==> config.mk <==
export PLATFORM = sky130hd
export DESIGN_NAME = regfile_scoreboard_flat
export DESIGN_NICKNAME = d
export VERILOG_FILES = /design/src/rtl/regfile_scoreboard_if.sv /design/src/rtl/regfile_scoreboard.sv /design/src/flat_wrapper.sv
export SDC_FILE = /design/constraint.sdc
export NUM_CORES = 1
export LEC_CHECK = 0
export ABC_AREA = 1
export BUFFER_PORTS_ARGS = -buffer_cell sky130_fd_sc_hd__buf_2
export CELL_PAD_IN_SITES_DETAIL_PLACEMENT = 1
export CELL_PAD_IN_SITES_GLOBAL_PLACEMENT = 1
export CORE_MARGIN = 2
export CORE_UTILIZATION = 40
export CTS_CLUSTER_DIAMETER = 150
export DETAILED_ROUTE_END_ITERATION = 7
export PLACE_DENSITY_LB_ADDON = 0.2
export SLEW_MARGIN = 40
export SYNTH_ARGS = -nofsm -noshare
export SYNTH_HDL_FRONTEND = slang
export SYNTH_SLANG_ARGS = --single-unit
==> constraint.sdc <==
create_clock -name clk_i -period 2.1 [get_ports clk_i]
set_clock_uncertainty 0.1 [all_clocks]
set_input_delay 0.42 -clock clk_i [delete_from_list [all_inputs] [get_ports clk_i]]
set_output_delay 0.42 -clock clk_i [all_outputs]
set_load 0.02 [all_outputs]
==> src/rtl/regfile_scoreboard_if.sv <==
// Issue/read/writeback bundle between the issue stage and the register file scoreboard.
// The master drives addresses, issue and writeback; the slave returns read data, stall and status.
interface regfile_scoreboard_if #(
  parameter int XLEN = 16,
  parameter int NREG = 8,
  parameter int AW   = 3
);
  logic [AW-1:0]   rs1_addr_i;
  logic [AW-1:0]   rs2_addr_i;
  logic            rs1_used_i;
  logic            rs2_used_i;
  logic [XLEN-1:0] rs1_data_o;
  logic [XLEN-1:0] rs2_data_o;
  logic            issue_valid_i;
  logic            issue_wr_i;
  logic [AW-1:0]   issue_rd_i;
  logic            wb_valid_i;
  logic [AW-1:0]   wb_rd_i;
  logic [XLEN-1:0] wb_data_i;
  logic            flush_i;
  logic            stall_o;
  logic [NREG-1:0] busy_o;
  logic            underflow_o;

  modport master (
    output rs1_addr_i, rs2_addr_i, rs1_used_i, rs2_used_i,
    output issue_valid_i, issue_wr_i, issue_rd_i,
    output wb_valid_i, wb_rd_i, wb_data_i, flush_i,
    input  rs1_data_o, rs2_data_o, stall_o, busy_o, underflow_o
  );

  modport slave (
    input  rs1_addr_i, rs2_addr_i, rs1_used_i, rs2_used_i,
    input  issue_valid_i, issue_wr_i, issue_rd_i,
    input  wb_valid_i, wb_rd_i, wb_data_i, flush_i,
    output rs1_data_o, rs2_data_o, stall_o, busy_o, underflow_o
  );
endinterface

==> src/rtl/regfile_scoreboard.sv <==
// Architectural register file with same-cycle writeback bypass and per-register pending-write
// counters; reads and stall are combinational, state updates on the rising clock edge.
module regfile_scoreboard #(
  parameter int XLEN = 16,
  parameter int NREG = 8,
  parameter int AW   = 3,
  parameter int CNTW = 2
) (
  input  logic                clk_i,
  input  logic                rst_i,
  regfile_scoreboard_if.slave sb
);

  localparam logic [CNTW-1:0] CNT_MAX = {CNTW{1'b1}};

  logic [XLEN-1:0] r_regs [NREG];
  logic [CNTW-1:0] r_cnt  [NREG];
  logic            r_underflow;

  logic [NREG-1:0] w_inc;
  logic [NREG-1:0] w_dec;
  logic [NREG-1:0] w_busy;
  logic            w_haz1;
  logic            w_haz2;
  logic            w_hazw;
  logic            w_stall;
  logic            w_fire;
  logic [XLEN-1:0] w_rs1;
  logic [XLEN-1:0] w_rs2;

  always_comb begin
    w_dec  = '0;
    w_busy = '0;
    for (int r = 1; r < NREG; r++) begin
      w_dec[r]  = sb.wb_valid_i && (sb.wb_rd_i == AW'(r));
      w_busy[r] = (r_cnt[r] != '0);
    end
  end

  // A single outstanding write that retires this cycle is served by the bypass, so no stall.
  always_comb begin
    w_haz1 = sb.rs1_used_i && (sb.rs1_addr_i != '0) &&
             ((r_cnt[sb.rs1_addr_i] > CNTW'(1)) ||
              ((r_cnt[sb.rs1_addr_i] == CNTW'(1)) && !w_dec[sb.rs1_addr_i]));
    w_haz2 = sb.rs2_used_i && (sb.rs2_addr_i != '0) &&
             ((r_cnt[sb.rs2_addr_i] > CNTW'(1)) ||
              ((r_cnt[sb.rs2_addr_i] == CNTW'(1)) && !w_dec[sb.rs2_addr_i]));
    w_hazw = sb.issue_wr_i && (sb.issue_rd_i != '0) &&
             (r_cnt[sb.issue_rd_i] == CNT_MAX) && !w_dec[sb.issue_rd_i];
    w_stall = sb.issue_valid_i && (w_haz1 || w_haz2 || w_hazw);
    w_fire  = sb.issue_valid_i && !w_stall;
  end

  always_comb begin
    w_inc = '0;
    for (int r = 1; r < NREG; r++) begin
      w_inc[r] = w_fire && sb.issue_wr_i && (sb.issue_rd_i == AW'(r));
    end
  end

  always_comb begin
    w_rs1 = r_regs[sb.rs1_addr_i];
    if (sb.rs1_addr_i == '0) begin
      w_rs1 = '0;
    end else if (sb.wb_valid_i && (sb.wb_rd_i == sb.rs1_addr_i)) begin
      w_rs1 = sb.wb_data_i;
    end
    w_rs2 = r_regs[sb.rs2_addr_i];
    if (sb.rs2_addr_i == '0) begin
      w_rs2 = '0;
    end else if (sb.wb_valid_i && (sb.wb_rd_i == sb.rs2_addr_i)) begin
      w_rs2 = sb.wb_data_i;
    end
  end

  always_ff @(posedge clk_i) begin
    if (rst_i) begin
      for (int r = 0; r < NREG; r++) begin
        r_regs[r] <= '0;
        r_cnt[r]  <= '0;
      end
      r_underflow <= 1'b0;
    end else begin
      if (sb.wb_valid_i && (sb.wb_rd_i != '0)) begin
        r_regs[sb.wb_rd_i] <= sb.wb_data_i;
      end
      for (int r = 1; r < NREG; r++) begin
        if (w_dec[r] && !w_inc[r] && (r_cnt[r] == '0)) begin
          r_underflow <= 1'b1;
        end
        if (sb.flush_i) begin
          r_cnt[r] <= '0;
        end else if (w_inc[r] && !w_dec[r]) begin
          r_cnt[r] <= r_cnt[r] + CNTW'(1);
        end else if (w_dec[r] && !w_inc[r] && (r_cnt[r] != '0)) begin
          r_cnt[r] <= r_cnt[r] - CNTW'(1);
        end
      end
    end
  end

  assign sb.rs1_data_o  = w_rs1;
  assign sb.rs2_data_o  = w_rs2;
  assign sb.stall_o     = w_stall;
  assign sb.busy_o      = w_busy;
  assign sb.underflow_o = r_underflow;

endmodule

==> src/flat_wrapper.sv <==
// flat-port wrapper written by rule: the top's interface ports become plain ports
module regfile_scoreboard_flat 
#(
  parameter int XLEN = 16,
  parameter int NREG = 8,
  parameter int AW   = 3,
  parameter int CNTW = 2
)
  (clk_i, rst_i, sb_rs1_addr_i, sb_rs2_addr_i, sb_rs1_used_i, sb_rs2_used_i, sb_issue_valid_i, sb_issue_wr_i, sb_issue_rd_i, sb_wb_valid_i, sb_wb_rd_i, sb_wb_data_i, sb_flush_i, sb_rs1_data_o, sb_rs2_data_o, sb_stall_o, sb_busy_o, sb_underflow_o);
  regfile_scoreboard_if #(.XLEN(XLEN), .NREG(NREG), .AW(AW)) sb_i ();
  input  logic clk_i;
  input  logic rst_i;
  input wire logic [$bits(sb_i.rs1_addr_i)-1:0] sb_rs1_addr_i;
  input wire logic [$bits(sb_i.rs2_addr_i)-1:0] sb_rs2_addr_i;
  input wire logic [$bits(sb_i.rs1_used_i)-1:0] sb_rs1_used_i;
  input wire logic [$bits(sb_i.rs2_used_i)-1:0] sb_rs2_used_i;
  input wire logic [$bits(sb_i.issue_valid_i)-1:0] sb_issue_valid_i;
  input wire logic [$bits(sb_i.issue_wr_i)-1:0] sb_issue_wr_i;
  input wire logic [$bits(sb_i.issue_rd_i)-1:0] sb_issue_rd_i;
  input wire logic [$bits(sb_i.wb_valid_i)-1:0] sb_wb_valid_i;
  input wire logic [$bits(sb_i.wb_rd_i)-1:0] sb_wb_rd_i;
  input wire logic [$bits(sb_i.wb_data_i)-1:0] sb_wb_data_i;
  input wire logic [$bits(sb_i.flush_i)-1:0] sb_flush_i;
  output wire logic [$bits(sb_i.rs1_data_o)-1:0] sb_rs1_data_o;
  output wire logic [$bits(sb_i.rs2_data_o)-1:0] sb_rs2_data_o;
  output wire logic [$bits(sb_i.stall_o)-1:0] sb_stall_o;
  output wire logic [$bits(sb_i.busy_o)-1:0] sb_busy_o;
  output wire logic [$bits(sb_i.underflow_o)-1:0] sb_underflow_o;
  assign sb_i.rs1_addr_i = sb_rs1_addr_i;
  assign sb_i.rs2_addr_i = sb_rs2_addr_i;
  assign sb_i.rs1_used_i = sb_rs1_used_i;
  assign sb_i.rs2_used_i = sb_rs2_used_i;
  assign sb_i.issue_valid_i = sb_issue_valid_i;
  assign sb_i.issue_wr_i = sb_issue_wr_i;
  assign sb_i.issue_rd_i = sb_issue_rd_i;
  assign sb_i.wb_valid_i = sb_wb_valid_i;
  assign sb_i.wb_rd_i = sb_wb_rd_i;
  assign sb_i.wb_data_i = sb_wb_data_i;
  assign sb_i.flush_i = sb_flush_i;
  assign sb_rs1_data_o = sb_i.rs1_data_o;
  assign sb_rs2_data_o = sb_i.rs2_data_o;
  assign sb_stall_o = sb_i.stall_o;
  assign sb_busy_o = sb_i.busy_o;
  assign sb_underflow_o = sb_i.underflow_o;
  regfile_scoreboard #(.XLEN(XLEN), .NREG(NREG), .AW(AW), .CNTW(CNTW)) u_core (.clk_i(clk_i), .rst_i(rst_i), .sb(sb_i));
endmodule
==> qor.csv, run 1 <==
stage,metric,value,unit
floorplan,start_util,40.7,%
clock_tree,clk_latency,470,ps
layout,final_cells,1655,
job,maxCapViolations,0,
timing,fmax,357,MHz
power,irDropWorstVdd,0.510,mV
critical_path,end_kind,register,
timing,slew_headroom,57.2,%
grt,first_global_vias,11200,
placement,io_buffers,76,
layout,area.growth.synth_to_final,59.3,%
logic_synthesis,yosysWarningCount,0,
floorplan,io_pins,78,
floorplan,core_area,0.0218,mm²
drt,wirelength,50.3,mm
layout,final_layout_size_suffix_gt1_share,43.3,%
run_status,status,"finished, violations left",
logic_synthesis,netlist_instances,1083,
clock_tree,cts-buffers-inserted,17,
drt,drt_iter0_drc,1202,
clock_tree,cts_max_level,4,
layout,nets,1406,
drt,drc,0,
floorplan,dieHeight,153,µm
logic_synthesis,synth_area,0.00886,mm²
clock_tree,cts_hold_buf,0,
timing,slew_violations,0,
power,cellPowerDensity,653,mW/mm²
layout,antennaDiodeCount,0,
grt,grt-ovfl-total,0,
clock_tree,clock_tree.buffer_depth,2,
timing,holdWs,160,ps
timing,fin_ws,-702,ps
floorplan,die_area,0.0234,mm²
logic_synthesis,synth-seq-area-share,48.3,%
power,total_power,9.22,mW
timing,worst_pin_slew,642,ps
timing,setup_viol,67,
grt,grt_pass1_wl,67.4,mm
min_path,hp-class,in2reg,
clock_tree,cts_tree,done,
timing,period_minus_slack,2800,ps
timing,final.setup.tns,-27620,ps
critical_path,cp.arrival,2960,ps
placement,dp_hpwl,24.4,mm
critical_path,crit_required,2250,ps
layout,fillers,2366,
logic_synthesis,yosys.cell_types.count,41,
placement,dp_slack,-474,ps
critical_path,cp_max_fo,4,
power,leakage,5.69,nW
drt,ant_nets,0,
logic_synthesis,syn_area_per_cell,8.18,µm²
run_status,violations,negative setup slack,
timing,period_share,133,%
floorplan,rows,54,
clock_tree,clock_sinks,143,
timing,hold_viol_final,0,
drt,viasPerCell,6.60,
layout,design_area,0.0141,mm²
timing,rsz0062_at_grt,yes,
placement,dp.cells,1546,
drt,wire_per_inst,30.4,µm
layout,utilization,64.9,%
critical_path,cp-start-kind,register,
grt,antenna_found_initial,0,
placement,gp_congestion,0.917,
clock_tree,clk_pin_slew,80,ps
placement,dpl_cell_area,0.0113,mm²
logic_synthesis,synth-seq-cells,143,
grt,grt_max_degree,41,
drt,vias,10900,
grt,grt.total_usage,37.8,%
drt,drtPass1Iterations,6,
clock_tree,root_buffer,clkbuf_16,
critical_path,crit_type,reg2reg,
floorplan,fp.dieW,153,µm
-- synthesized netlist by cell type, drive strengths merged --
library cell | count | area, µm²
nand3 | 65 | 378
conb | 1 | 3.75
dfxtp | 1 | 20.0
a211oi | 24 | 180
nand2 | 241 | 930
nor3 | 14 | 85.1
o22ai | 4 | 25.0
o21ai | 42 | 218
a21oi | 138 | 698
nand4 | 6 | 37.5
ha | 7 | 87.6
nor2 | 156 | 637
clkbuf | 50 | 188
edfxtp | 142 | 4260
nand3b | 3 | 35.0
buf | 24 | 144
inv | 75 | 282
a21boi | 1 | 7.51
clkinv | 19 | 71.3
mux2i | 1 | 10.0
o211ai | 4 | 35.0
a22oi | 8 | 60.1
a31oi | 13 | 81.3
a221oi | 44 | 385
-- sequential cells by signal (all words and copies together) (netlist names) --
signal / count
u_core.r_cnt: 14
u_core.r_regs: 128
u_core.sb.underflow_o: 1
-- cell families (layout without fill, tap and decap cells) --
kind of cell / count (synthesis) / after routing / share of synthesized area (%)
flops: 143 / 143 / 48.3
simple gates: 485 / 485 / 23.7
fa+ha+maj: 7 / 7 / 0.988
buf+inv: 168 / 444 / 7.72
other cells: 1 / 17 / 0.0423
compound gates: 278 / 278 / 19.1
mux: 1 / 1 / 0.113
-- final cells by class --
class	instances	area, µm²	area share (%)
timing repair buffer	319	3210	22.7
inverter	94	435	3.09
clock buffer	17	425	3.01
clock inverter	14	134	0.949
multi-input combinational	788	5280	37.4
tap	280	350	2.48
sequential	143	4280	30.4
-- worst max-delay path: stages, from the launching register on --
cell	delay [ps]
edfxtp_1	460
inv_2	160
nand2_1	110
nand3_1	120
nand2_1	80
nand2_1	80
nand2_1	70
inv_1	80
nand3_2	90
nand2_2	100
nand2_4	80
buf_6	140
nor2_8	170
buf_6	130
nand3_4	70
nand3b_4	230
mux2i_1	300
-- path summary, 6_finish.rpt --
path / slack (ps) / depth (start not counted) / end / from
worst max register to register: -700 / 16 / u_core.r_cnt[1][1] / u_core.r_cnt[2][1]
worst max-delay path: -700 / 16 / u_core.r_cnt[1][1] / u_core.r_cnt[2][1]
worst min register to register: 550 / 4 / u_core.sb.underflow_o / u_core.sb.underflow_o
worst min-delay path: 160 / 2 / u_core.sb.underflow_o / rst_i
-- per-layer routing --
layer	track usage (%)	part of all wire [%]
met5	0	0
met4	21.7	8.6
met3	8.22	9.1
met2	64.5	47
met1	44.1	35
-- cell usage in the layout (no fill, tap or decap), types with 11 or more instances in the layout --
cell type / n
conb_1: 17
a21oi_2: 22
nand2_1: 214
nand3_1: 46
edfxtp_1: 142
buf_2: 29
nand3_2: 12
inv_2: 22
buf_12: 39
a221oi_2: 27
inv_1: 39
clkinv_1: 18
o21ai_1: 22
buf_6: 50
a221oi_4: 16
o21ai_2: 11
buf_4: 185
a21oi_1: 109
nor2_1: 137
a211oi_2: 23
nand2_2: 23
clkbuf_16: 17
-- power by group --
| group | total [mW] | internal, mW | switching, mW |
|---|---|---|---|
| sequential | 3.48 | 3.33 | 0.142 |
| combinational | 2.59 | 1.07 | 1.52 |
| clock | 3.15 | 1.64 | 1.51 |
| total | 9.22 | 6.04 | 3.17 |
-- what timing repair did --
item                       4_1_cts  5_1_grt
buffers inserted                47       29
setup endpoints to repair       64       68
cloned                          10        0
resized for setup              263      126
pin swaps                       67       63
Note: power is estimated with default switching activity, not from simulation.
==> run 2, diff against run 1 <==
--- a/config.mk
+++ b/config.mk
@@ -5,7 +5,6 @@
 export SDC_FILE = /design/constraint.sdc
 export NUM_CORES = 1
 export LEC_CHECK = 0
-export ABC_AREA = 1
 export BUFFER_PORTS_ARGS = -buffer_cell sky130_fd_sc_hd__buf_2
 export CELL_PAD_IN_SITES_DETAIL_PLACEMENT = 1
 export CELL_PAD_IN_SITES_GLOBAL_PLACEMENT = 1
@@ -13,6 +12,7 @@
 export CORE_UTILIZATION = 40
 export CTS_CLUSTER_DIAMETER = 150
 export DETAILED_ROUTE_END_ITERATION = 7
+export HOLD_SLACK_MARGIN = 0.03
 export PLACE_DENSITY_LB_ADDON = 0.2
 export SLEW_MARGIN = 40
 export SYNTH_ARGS = -nofsm -noshare
==> run 2 against run 1 <==
  * The flow still finishes with violations (negative setup slack)
  * Maximum frequency shrank 2.7%
  * Clock-buffer cell count grew 2
  * Critical path depth down 9
  * Cell count is 30% lower
  * Register-to-register slack worse by 60 ps
  * Routed wire length fell by 41%
  * Worst setup slack worse by 79 ps
  * Die area decreased by 1.3%
  * Power fell by 7.4%
  * Sequential share of layout area rose by 5.0 points
  * Clock power is 1% lower
  * Worst hold slack better by 160 ps
  * Critical endpoint is now sb_stall_o
  * Largest power group unchanged
==> qor.csv, run 2 <==
stage,metric,value,unit
run_status,status,"finished, violations left",
run_status,violations,negative setup slack,
logic_synthesis,syn_area_per_cell,12.9,µm²
logic_synthesis,synth_area,0.00874,mm²
floorplan,die_area,0.0231,mm²
floorplan,start_util,40.4,%
power,seqPwrFrac,40.4,%
timing,slew_violations,0,
power,comb_power_share,23.2,%
critical_path,crit_buf_inv,2,
drt,vias,6594,
grt,antenna_found_initial,0,
logic_synthesis,synth-edff-count,142,
logic_synthesis,netlist.area_leader.share,48.8,%
critical_path,cp.arrival,2360,ps
layout,final_cells,1157,
logic_synthesis,synth-seq-cells,143,
layout,regMostFlops,u_core.r_regs,
clock_tree,cts_max_level,4,
power,irDropWorstVdd,0.570,mV
critical_path,path_common_cell,buf_6,
floorplan,rows,54,
logic_synthesis,yosysTopAreaCell,edfxtp_1,
grt,grt_pass1_wl,45.2,mm
logic_synthesis,synthArstFlopShare,0,%
clock_tree,cts_tree,done,
clock_tree,clock_tree.buffer_depth,2,
floorplan,fp.dieW,152,µm
clock_tree,clk_pin_slew,70,ps
grt,grt.total_usage,26.3,%
placement,io_buffers,76,
critical_path,slowest_stage,mux4_2,
critical_path,cp_top_family,multiplexers,
placement,dp_slack,-910,ps
layout,antennaDiodeCount,0,
layout,area.growth.synth_to_final,38.5,%
critical_path,crit_type,reg2out,
critical_path,cpPeakStageDelay,500,ps
logic_synthesis,synth_ff_type,edfxtp_1,
layout,nets,907,
layout,final_layout_size_suffix_gt1_share,46.4,%
critical_path,cp-start-kind,register,
drt,drc,0,
critical_path,path_depth,7,
clock_tree,clock_sinks,143,
drt,wirelength,29.5,mm
critical_path,startpoint,u_core.r_cnt[6][1],
placement,dp_hpwl,19.5,mm
power,leakage,4.57,nW
clock_tree,clk_latency,430,ps
grt,first_global_vias,7446,
drt,drt_iter0_drc,383,
timing,hold_viol_final,0,
layout,fillers,2136,
timing,fmax,347,MHz
power,switching_share,27.3,%
power,cellPowerDensity,705,mW/mm²
layout,layout_common_cells,"142 x edfxtp_1, 113 x and2_1, 108 x buf_4",
drt,drtPass1Iterations,5,
clock_tree,root_buffer,clkbuf_16,
logic_synthesis,synth-seq-area-share,49.0,%
timing,period_minus_slack,2880,ps
job,maxCapViolations,0,
logic_synthesis,ys_top_cells_by_count,"142 x edfxtp_1, 113 x and2_1, 66 x mux4_2",
logic_synthesis,yosys.cell_types.count,56,
min_path,hp-class,in2reg,
floorplan,io_pins,78,
power,cellInternalPower,6.20,mW
grt,grt-ovfl-total,0,
power,p_sw,2.33,mW
placement,dp.cells,1109,
critical_path,end_kind,output pin,
timing,worst_pin_slew,581,ps
critical_path,worstReg2RegEnd,u_core.r_cnt[4][1],
critical_path,setup.worst_path.end,sb_stall_o,
timing,rsz0062_at_grt,yes,
logic_synthesis,yosysWarningCount,0,
critical_path,cp_max_fo,3,
timing,fin_ws,-781,ps
critical_path,crit_chain,mux4_2 -> a31oi_1 -> nand4_1 -> a211oi_4 -> buf_6 -> a21boi_2 -> buf_6,
floorplan,core_area,0.0216,mm²
critical_path,worst-r2r-cell-count,9,
logic_synthesis,synthTopCellsByArea,"edfxtp_1 49%, mux4_2 17%, and2_1 8.1%",
placement,gp_congestion,0.933,
drt,wire_per_inst,25.5,µm
logic_synthesis,netlist_instances,680,
grt,grt_max_degree,21,
critical_path,r2r_start,u_core.r_cnt[6][1],
drt,viasPerCell,5.70,
floorplan,dieHeight,152,µm
clock_tree,cts-buffers-inserted,17,
critical_path,rrSetupSlack,-760,ps
layout,largest_reg_flops,128,
layout,layout_commonest_cell,edfxtp_1,
timing,setup_viol,62,
timing,period_share,137,%
power,p_clk_share,36.4,%
logic_synthesis,yosysMostFrequentCell,edfxtp_1,
critical_path,crit_required,1580,ps
drt,ant_nets,0,
timing,slew_headroom,61.2,%
[run 2: cell count changes after synthesis, sizes merged, moves of 50 or more]
| cell | delta |
|---|---|
| nand2 | -221 |
| a21oi | -135 |
| and2 | +113 |
| nor2 | -101 |
| mux4 | +67 |
| nand3 | -53 |
| inv | -50 |
[run 2: kinds of logic after synthesis]
family | after synthesis | synth area share [%]
xor gates and xnor gates | 7 | 0.701
DFF | 143 | 49.0
muxes | 113 | 22.7
AOI/OAI and AO/OA | 69 | 6.06
adders and majority gates | 7 | 1.00
other | 1 | 0.0429
and+or+nand+nor | 263 | 16.8
buffers and inverters | 77 | 3.72
[run 2: timing repair]
item | 4_1_cts | 5_1_grt
gates cloned | 5 | 0
setup endpoints to repair | 64 | 67
hold buffers | 0 | 0
gates resized for setup | 119 | 50
buffers inserted | 9 | 6
pin swaps | 13 | 6
[run 2: power by group through the flow]
stage	clock network [mW]	registers, mW	logic (mW)
finish	3.11	3.45	1.98
global route	3.26	3.46	2.09
CTS	3.14	3.44	1.95
detailed placement	0	3.50	1.70
global placement	0	3.47	1.66
floorplan	0	3.46	1.12
[run 2: worst reg2reg max path: stages (launching register included)]
cell	delay, ps
edfxtp_1	460
mux4_2	510
a31oi_1	190
nand4_1	210
a211oi_4	260
buf_6	140
buf_4	130
nand4_1	200
and3b_1	260
o21a_1	170
[run 2: cell type report]
type	instances	area [µm²]	area share, %
Clock buffer	19	433	3.58
Clock inverter	13	163	1.34
Inverter	25	101	0.837
Multi-Input combinational cell	476	4910	40.5
Sequential cell	143	4280	35.4
Tap cell	280	350	2.89
Timing Repair Buffer	201	1870	15.5
[run 2: per-stage QoR]
stage	area [µm²]	TNS [ps]	hold WS, ps	utilization [%]	power (mW)
6_report	12100	-34170	318	56.0	8.54
5_1_grt	12100	-39120	324	56.0	8.81
4_1_cts	12000	-34370	290	55.4	8.54
3_5_place_dp	10800	-46960	559	49.8	5.20
3_3_place_gp	10800	-39850	566	49.8	5.13
2_1_floorplan	9380	-18970	487	-	4.57
[run 2: layer usage]
metal / part of all wire [%] / up-vias / global-route usage, %
met5: 0 / - / 0
met4: 3.0 / 0 / 9.03
met3: 4.6 / 50 / 5.02
met2: 53 / 212 / 47.3
met1: 39 / 3408 / 31.8
li1: - / 2924 / -
[run 2: worst min path at each step]
stage / start / endpoint / slack (ps) / cells past startpoint
detailed placement: u_core.sb.underflow_o / u_core.sb.underflow_o / 560 / 2
global route: sb_wb_data_i[10] / u_core.r_regs[2][10] / 320 / 2
global placement: u_core.sb.underflow_o / u_core.sb.underflow_o / 570 / 2
finish: sb_wb_data_i[1] / u_core.r_regs[3][1] / 320 / 2
CTS: sb_wb_data_i[11] / u_core.r_regs[3][11] / 290 / 2
floorplan: u_core.r_cnt[5][0] / u_core.r_cnt[5][0] / 490 / 1
